--- config.mk ---
export PLATFORM = sky130hd
export DESIGN_NAME = multicycle_ctrl
export DESIGN_NICKNAME = d
export VERILOG_FILES = /design/src/rtl/riscv_pkg.sv /design/src/rtl/opcode_decode.sv /design/src/rtl/multicycle_ctrl.sv
export SDC_FILE = /design/constraint.sdc
export NUM_CORES = 1
export LEC_CHECK = 0
export ABC_AREA = 1
export CORE_MARGIN = 2
export CORE_UTILIZATION = 39
export DETAILED_ROUTE_END_ITERATION = 8
export PLACE_DENSITY = 0.77
export REMOVE_ABC_BUFFERS = 1
export SLEW_MARGIN = 40
export SYNTH_ARGS = -nofsm -noshare
export SYNTH_HDL_FRONTEND = slang
export SYNTH_HIERARCHICAL = 1
export SYNTH_SLANG_ARGS = --single-unit
--- constraint.sdc ---
create_clock -name clk -period 2.1 [get_ports clk]
set_clock_uncertainty 0.05 [all_clocks]
set_input_delay 0.525 -clock clk [delete_from_list [all_inputs] [get_ports clk]]
set_output_delay 0.525 -clock clk [all_outputs]
set_load 0.05 [all_outputs]
--- src/rtl/riscv_pkg.sv ---
// Shared encodings for the multicycle RISC-V control path: FSM states,
// ALU and mux select codes, and the base-ISA major opcodes.
package riscv_pkg;

    typedef enum logic [3:0] {
        FETCH    = 4'd0,
        DECODE   = 4'd1,
        EXEC_R   = 4'd2,
        EXEC_I   = 4'd3,
        MEM_ADDR = 4'd4,
        MEM_RD   = 4'd5,
        MEM_WR   = 4'd6,
        WB_MEM   = 4'd7,
        WB_ALU   = 4'd8,
        BRANCH   = 4'd9,
        JAL      = 4'd10,
        JALR     = 4'd11,
        LUI      = 4'd12,
        AUIPC    = 4'd13,
        TRAP     = 4'd14
    } state_t;

    typedef enum logic [1:0] {
        ALU_ADD   = 2'b00,
        ALU_SUB   = 2'b01,
        ALU_RTYPE = 2'b10,
        ALU_ITYPE = 2'b11
    } alu_op_t;

    typedef enum logic [1:0] {
        SRC_A_OLD_PC = 2'b00,
        SRC_A_RS1    = 2'b01,
        SRC_A_ZERO   = 2'b10
    } src_a_t;

    typedef enum logic [1:0] {
        SRC_B_RS2  = 2'b00,
        SRC_B_IMM  = 2'b01,
        SRC_B_FOUR = 2'b10
    } src_b_t;

    typedef enum logic [1:0] {
        WB_ALUOUT   = 2'b00,
        WB_MEM_DATA = 2'b01,
        WB_PC4      = 2'b10
    } wb_sel_t;

    localparam logic [6:0] OP_RTYPE  = 7'b0110011;
    localparam logic [6:0] OP_ITYPE  = 7'b0010011;
    localparam logic [6:0] OP_LOAD   = 7'b0000011;
    localparam logic [6:0] OP_STORE  = 7'b0100011;
    localparam logic [6:0] OP_BRANCH = 7'b1100011;
    localparam logic [6:0] OP_JAL    = 7'b1101111;
    localparam logic [6:0] OP_JALR   = 7'b1100111;
    localparam logic [6:0] OP_LUI    = 7'b0110111;
    localparam logic [6:0] OP_AUIPC  = 7'b0010111;

endpackage

--- src/rtl/opcode_decode.sv ---
// Combinational opcode decode: the state to enter after DECODE, plus a
// load/store discriminator used when leaving MEM_ADDR.
module opcode_decode
    import riscv_pkg::*;
(
    input  logic [6:0] opcode,
    output logic [3:0] decode_state,
    output logic       is_load
);

    always_comb begin
        decode_state = TRAP;
        case (opcode)
            OP_RTYPE:           decode_state = EXEC_R;
            OP_ITYPE:           decode_state = EXEC_I;
            OP_LOAD, OP_STORE:  decode_state = MEM_ADDR;
            OP_BRANCH:          decode_state = BRANCH;
            OP_JAL:             decode_state = JAL;
            OP_JALR:            decode_state = JALR;
            OP_LUI:             decode_state = LUI;
            OP_AUIPC:           decode_state = AUIPC;
            default:            decode_state = TRAP;
        endcase
    end

    assign is_load = (opcode == OP_LOAD);

endmodule

--- src/rtl/multicycle_ctrl.sv ---
// Multicycle RV32 main control FSM: sequences fetch, decode, execute, memory
// and write-back phases and drives the datapath mux/enable controls.
module multicycle_ctrl
    import riscv_pkg::*;
(
    input  logic       clk,
    input  logic       n_rst,
    input  logic [6:0] opcode,
    input  logic       branch_taken,
    input  logic       mem_ready,
    output logic       pc_write,
    output logic       ir_write,
    output logic       reg_write,
    output logic       mem_req,
    output logic       mem_we,
    output logic       illegal,
    output logic       instret,
    output logic [1:0] ALUOp,
    output logic [1:0] alu_src_a,
    output logic [1:0] alu_src_b,
    output logic       pc_src,
    output logic [1:0] wb_sel
);

    state_t     state_reg;
    state_t     state_next;
    logic       instret_reg;
    logic [3:0] decode_state;
    logic       is_load;

    alu_op_t    alu_op;
    src_a_t     src_a;
    src_b_t     src_b;
    wb_sel_t    wb;

    opcode_decode u_decode (
        .opcode       (opcode),
        .decode_state (decode_state),
        .is_load      (is_load)
    );

    // State register; instret marks the first cycle of every re-entry to FETCH.
    always_ff @(posedge clk or negedge n_rst) begin
        if (!n_rst) begin
            state_reg   <= FETCH;
            instret_reg <= 1'b0;
        end else begin
            state_reg   <= state_next;
            instret_reg <= (state_reg != FETCH) && (state_next == FETCH);
        end
    end

    always_comb begin
        state_next = state_reg;
        case (state_reg)
            FETCH:    if (mem_ready) state_next = DECODE;
            DECODE:   state_next = state_t'(decode_state);
            EXEC_R:   state_next = WB_ALU;
            EXEC_I:   state_next = WB_ALU;
            LUI:      state_next = WB_ALU;
            AUIPC:    state_next = WB_ALU;
            MEM_ADDR: state_next = is_load ? MEM_RD : MEM_WR;
            MEM_RD:   if (mem_ready) state_next = WB_MEM;
            MEM_WR:   if (mem_ready) state_next = FETCH;
            WB_MEM:   state_next = FETCH;
            WB_ALU:   state_next = FETCH;
            BRANCH:   state_next = FETCH;
            JAL:      state_next = FETCH;
            JALR:     state_next = FETCH;
            TRAP:     state_next = TRAP;
            default:  state_next = FETCH;
        endcase
    end

    // Outputs are gated by n_rst so an in-flight memory request drops the
    // moment reset is asserted, without waiting for a clock edge.
    always_comb begin
        pc_write  = 1'b0;
        ir_write  = 1'b0;
        reg_write = 1'b0;
        mem_req   = 1'b0;
        mem_we    = 1'b0;
        illegal   = 1'b0;
        pc_src    = 1'b0;
        alu_op    = ALU_ADD;
        src_a     = SRC_A_OLD_PC;
        src_b     = SRC_B_RS2;
        wb        = WB_ALUOUT;
        if (n_rst) begin
            case (state_reg)
                FETCH: begin
                    mem_req  = 1'b1;
                    src_b    = SRC_B_FOUR;
                    ir_write = mem_ready;
                    pc_write = mem_ready;
                end
                DECODE: begin
                    src_b = SRC_B_IMM;
                end
                EXEC_R: begin
                    alu_op = ALU_RTYPE;
                    src_a  = SRC_A_RS1;
                    src_b  = SRC_B_RS2;
                end
                EXEC_I: begin
                    alu_op = ALU_ITYPE;
                    src_a  = SRC_A_RS1;
                    src_b  = SRC_B_IMM;
                end
                MEM_ADDR: begin
                    src_a = SRC_A_RS1;
                    src_b = SRC_B_IMM;
                end
                MEM_RD: begin
                    mem_req = 1'b1;
                end
                MEM_WR: begin
                    mem_req = 1'b1;
                    mem_we  = 1'b1;
                end
                WB_MEM: begin
                    reg_write = 1'b1;
                    wb        = WB_MEM_DATA;
                end
                WB_ALU: begin
                    reg_write = 1'b1;
                    wb        = WB_ALUOUT;
                end
                BRANCH: begin
                    alu_op   = ALU_SUB;
                    src_a    = SRC_A_RS1;
                    src_b    = SRC_B_RS2;
                    pc_write = branch_taken;
                    pc_src   = branch_taken;
                end
                JAL: begin
                    pc_write  = 1'b1;
                    pc_src    = 1'b1;
                    reg_write = 1'b1;
                    wb        = WB_PC4;
                end
                JALR: begin
                    src_a     = SRC_A_RS1;
                    src_b     = SRC_B_IMM;
                    pc_write  = 1'b1;
                    reg_write = 1'b1;
                    wb        = WB_PC4;
                end
                LUI: begin
                    src_a = SRC_A_ZERO;
                    src_b = SRC_B_IMM;
                end
                AUIPC: begin
                    src_a = SRC_A_OLD_PC;
                    src_b = SRC_B_IMM;
                end
                TRAP: begin
                    illegal = 1'b1;
                end
                default: begin
                    illegal = 1'b0;
                end
            endcase
        end
    end

    assign instret   = instret_reg;
    assign ALUOp     = alu_op;
    assign alu_src_a = src_a;
    assign alu_src_b = src_b;
    assign wb_sel    = wb;

endmodule

Word level (Yosys, flattened, before mapping). Cells that the tools add are included.

Register bits: 5. Input port bits: 11. Output and inout bits: 16. Word-level logic and storage cells: 64.

Eq/ne operators: 23. Mux-type cells: 28. Reductions and logical operators: 11.

Operators by type and width (number): one-hot mux 4 bit (8 select lines) (1); equality test 4 bit (second input constant) (7); one-hot mux 4 bit (7 select lines) (1); equality test 7 x 6 -> 1 bit (second input constant) (3); equality test 7 bit (second input constant) (3); equality test 4 x 3 -> 1 bit (second input constant) (4); equality test 7 x 5 -> 1 bit (second input constant) (2); two-way mux 1 bit (12); two-way mux 4 bit (3); one-hot mux 2 bit (2 select lines) (3); two-way mux 2 bit (5); equality test 4 x 2 -> 1 bit (second input constant) (2); zero test 4 bit (2); OR reduction 4 bit (2); equality test 7 x 2 -> 1 bit (second input constant) (1); one-hot mux 2 bit (3 select lines) (1); OR reduction 6 bit (1); OR reduction 5 bit (1); equality test 4 x 1 -> 1 bit (second input constant) (1); nonzero test 4 bit (1); OR reduction 2 bit (2); one-hot mux 1 bit (3 select lines) (1); OR reduction 3 bit (1); one-hot mux 1 bit (2 select lines) (1); logical AND 1 bit (1).

Logic depth before layout (Yosys ltp).
Depth in word-level cells: 6. Mapped depth: 11. Depth with buffers taken out: 11.

Hierarchy. The synthesis kept the hierarchy.

By module, submodules not included: multicycle_ctrl (times used 1, cells an instance 86, area each 519.2 µm², sequential area each 125.1 µm²); opcode_decode (times used 1, cells an instance 25, area each 118.9 µm², sequential area each 0.0 µm²).

Worst setup path after synthesis. Ideal clock, no wire load.

Path type: input-to-output. Start: in n_rst. End: out alu_src_a[1]. Data arrival time: 2.062 ns. Data required time: 1.525 ns. Slack: -0.537 ns. Stages on the path: 2. Path buffers: 0. Path through: inv_1 -> nor4_1.

Cells in the longest elaborated chain, start to end: 1.

Ends and longest elaborated chain: start, declared (RTL line multicycle_ctrl.sv:7) `input logic n_rst,`; two-way mux 2 bit (RTL line multicycle_ctrl.sv:89) `if (n_rst) begin`; end, declared (RTL line multicycle_ctrl.sv:19) `output logic [1:0] alu_src_a,`.

Every way passes these cells.

Final worst setup path.
Start: reg state_reg[0]. End: out pc_write.

Cells in the longest elaborated chain, start to end: 4. Elaborated cells on any way between the ends: 7. Those cells by class: eq/ne (3); mux (2); reduce/logical (2).

Ends and longest elaborated chain: start, declared (RTL line multicycle_ctrl.sv:25) `state_t state_reg;`; start signal, assigned (RTL line multicycle_ctrl.sv:48) `state_reg <= state_next;`; equality test 4 bit (RTL line multicycle_ctrl.sv:90) `case (state_reg)`; OR reduction 2 bit (no line); one-hot mux 1 bit (3 select lines) (*) (RTL line multicycle_ctrl.sv:90); two-way mux 1 bit (*) (RTL line multicycle_ctrl.sv:89); end, declared (RTL line multicycle_ctrl.sv:11) `output logic pc_write,`.

Every way passes the cells marked *; elsewhere a longest branch is shown, timed or not.

==> flow_metrics.env <==
export IMPL_first_global_vias=829
export IMPL_seq_power_share=0.123
export IMPL_post_dp_cell_area_sq_um=1100
export IMPL_worst_r2r_dst="instret"
export IMPL_synth_enable_flop_cells=0
export IMPL_worst_hold_slack_ps=339
export IMPL_holdCritPathClass="in -> async"
export IMPL_critPathRequiredTime_ps=1520
export IMPL_pwr_share_clk=0.063
export IMPL_status="complete, but fails checks"
export IMPL_largest_register_ff_count=4
export IMPL_setup_worst_path_start_class="flop"
export IMPL_placeableCoreArea_sq_um=1520
export IMPL_nNetsFinal=170
export IMPL_num_io_pins=27
export IMPL_layout_area_overhead_vs_synth_pct=115
export IMPL_worst_path_max_delay_cell="sky130_fd_sc_hd__dfrtp_2"
export IMPL_grt_start_max_net_pins=13
export IMPL_drt_first_pass_iters=4
export IMPL_crit_path_cell_trace="inv_1 -> nor2_4 -> nand3_2 -> a31oi_4 -> buf_12"
export IMPL_timing_max_transition_violations_final=0
export IMPL_syn_inst=111
export IMPL_avgViaCountPerCell=5.86
export IMPL_netSwitchingPower_uw=932
export IMPL_internal_power_uw=815
export IMPL_power_leakage_uw=0.000616
export IMPL_tritoncts="yes"
export IMPL_worst_setup_path_end_kind="output port"
export IMPL_ctsHtreeMaxLevel=1
export IMPL_synth_avg_cell_area_sq_um=5.75
export IMPL_cp_slowest_stage_delay_ps=430
export IMPL_power_density_nw_per_um2=1270
export IMPL_count_of_clock_tree_sinks=5
export IMPL_drt_antenna_violating_nets=0
export IMPL_synth_seq_area_share=0.196
export IMPL_regToRegStartpoint="state_reg[0]"
export IMPL_clock_edge_transition_at_the_registers_on_the_reported_setup_and_hold_paths_ps=50
export IMPL_swShare=0.533
export IMPL_insertedDiodeCount=0
export IMPL_drive_above_1_share=0.481
export IMPL_dr_total_vias=1020
export IMPL_place_gp_congestion=0.868
export IMPL_final_hold_viol_count=0
export IMPL_initial_core_utilization=0.419
export IMPL_synth_distinct_cells=24
export IMPL_floorplan_die_height_um=44.5
export IMPL_asyncSetResetFlopFracSynth=1.00
export IMPL_routed_wire_length_per_instance_um=18.3
export IMPL_max_cap_violations=0
export IMPL_nFillCells=68
export IMPL_crit_arrival_ps=1580
export IMPL_rows=14
export IMPL_cts_root_to_sink_buffers=2
export IMPL_layout_setup_ws_ps=-55.9
export IMPL_share_comb_of_total_power=0.813
export IMPL_syn_cell_area_sq_um=638
export IMPL_worst_ir_drop_vdd_v=0.00100
export IMPL_final_cell_area_sq_um=1370
export IMPL_setup_reg_to_reg_worst_slack_ps=570
export IMPL_die_area_sq_um=1980
export IMPL_grt_use_total=0.244
export IMPL_top_fanout_value_on_the_critical_path=6
export IMPL_antenna_found_initial=0
export IMPL_cts_buffers_inserted=3
export IMPL_worst_setup_path_type="reg -> out"
export IMPL_die_width_um=44.5
export IMPL_buffer_ports_inserted=26
export IMPL_worstSkewPairLatency_ps=240
export IMPL_report_final_setup_viol=3
export IMPL_clockRootBuffer="sky130_fd_sc_hd__clkbuf_4"
export IMPL_remaining_drc_errors=0
export IMPL_worst_slew_pin_slew_ps=497
export IMPL_ff2ff_path_depth=8
export IMPL_yosysWarnings=6
export IMPL_finalWirelength_mm=3.18
export IMPL_grt_pass1_wl_mm=3.61
export IMPL_synth_ff_type="sky130_fd_sc_hd__dfrtp_1"
export IMPL_drtIter0Drc=67
export IMPL_period_needed_ps=2160
export IMPL_grt_overflow_total=0
export IMPL_failed_checks="setup timing"
export IMPL_period_share=1.03
export IMPL_relSlewSlack=0.668
export IMPL_grt_setup_unrepaired="yes"
export IMPL_max_freq_mhz=464
export IMPL_hpwl_mm=1.47
export IMPL_ys_seq_elements=5
export IMPL_cts_hold_buf=0
## logic make-up (layout without fill, tap and decap cells)
logic type,Yosys count,in the layout,synth area share
compound gates,13,13,0.118
buf+inv,21,68,0.147
flops,5,5,0.196
simple gates,72,72,0.539
## per-stage QoR
stage	power [uW]	utilization	TNS [ps]	worst slack, ps	std cells
after global routing	1820	0.900	-544	-103	174
final	1750	0.900	-113	-55.9	174
after CTS	1460	0.807	-73.5	-40.8	166
after detailed placement	1240	0.721	-1320	-194	157
after global placement	1220	0.721	-1280	-173	157
after floorplan	792	-	-2820	-639	107
## power groups by stage
stage	sequential [uW]	clock [uW]	combinational, uW
after floorplan	228	0	563
after global placement	206	0	1010
after detailed placement	207	0	1030
after CTS	209	111	1140
after global routing	217	123	1480
final	215	111	1420
## area by class of cell
class	count	area, sq um	share of cell area
clock buffer	4	26.3	0.0192
inverter	17	66.3	0.0484
multi-input combinational	85	551	0.401
sequential	5	130	0.0949
tap	16	20.0	0.0146
timing repair buffer	47	578	0.422
## critical path, delay by kind of cell, from the launching register on
family	cells	cell delay (ps)
AOI/OAI and AO/OA	1	240
buffers and inverters	2	290
and+or+nand+nor	2	370
DFF	1	430
## synth_stat cells (2+ instances only)
master,instances,area share
sky130_fd_sc_hd__inv_2,3,0.018
sky130_fd_sc_hd__nor3_1,2,0.016
sky130_fd_sc_hd__buf_4,2,0.024
sky130_fd_sc_hd__nor2_2,4,0.039
sky130_fd_sc_hd__nor4_1,2,0.020
sky130_fd_sc_hd__a31oi_1,3,0.029
sky130_fd_sc_hd__a21oi_1,5,0.039
sky130_fd_sc_hd__dfrtp_1,5,0.20
sky130_fd_sc_hd__nand2_2,2,0.020
sky130_fd_sc_hd__nand3_1,15,0.12
sky130_fd_sc_hd__inv_1,14,0.082
sky130_fd_sc_hd__nand2_1,29,0.17
sky130_fd_sc_hd__nor2_1,14,0.082
## routing by layer
layer,vias to the layer above,share of wire,global-route usage,wire [um]
met2,70,0.50,0.406,1590
met3,16,0.080,0.0286,254
met5,-,0,0,0
met1,474,0.37,0.320,1170
met4,0,0.052,0.0970,166
li1,460,-,-,-
## cell usage in the layout, fill, tap and decap left out, types with 2 or more instances in the layout
cell type,n
sky130_fd_sc_hd__inv_2,4
sky130_fd_sc_hd__nor2_1,10
sky130_fd_sc_hd__buf_4,18
sky130_fd_sc_hd__nor2_2,5
sky130_fd_sc_hd__nand3_1,13
sky130_fd_sc_hd__inv_1,12
sky130_fd_sc_hd__nand2_2,5
sky130_fd_sc_hd__buf_6,3
sky130_fd_sc_hd__clkbuf_4,3
sky130_fd_sc_hd__a21oi_1,2
sky130_fd_sc_hd__nand3_2,2
sky130_fd_sc_hd__clkdlybuf4s50_1,10
sky130_fd_sc_hd__nand2_1,26
sky130_fd_sc_hd__nor2_4,4
sky130_fd_sc_hd__dfrtp_2,4
sky130_fd_sc_hd__a21oi_2,3
sky130_fd_sc_hd__a31oi_4,3
sky130_fd_sc_hd__buf_12,15
## worst max path at each step
| stage | startpoint | end | slack (ps) | cells after the start |
|---|---|---|---|---|
| 2_1_floorplan | n_rst | alu_src_a[1] | -640 | 2 |
| 3_3_place_gp | n_rst | illegal | -170 | 5 |
| 3_5_place_dp | n_rst | illegal | -190 | 5 |
| 4_1_cts | mem_ready | pc_write | -40 | 4 |
| 5_1_grt | state_reg[0] | pc_write | -100 | 5 |
| 6_report | state_reg[0] | pc_write | -60 | 5 |
## what timing repair did
| item | 4_1_cts | 5_1_grt |
|---|---|---|
| setup endpoints to repair | 15 | 14 |
| gates resized for setup | 16 | 22 |
| pin swaps | 3 | 7 |
| buffers inserted | 5 | 8 |
No activity file was read; power rests on OpenSTA's default activity.
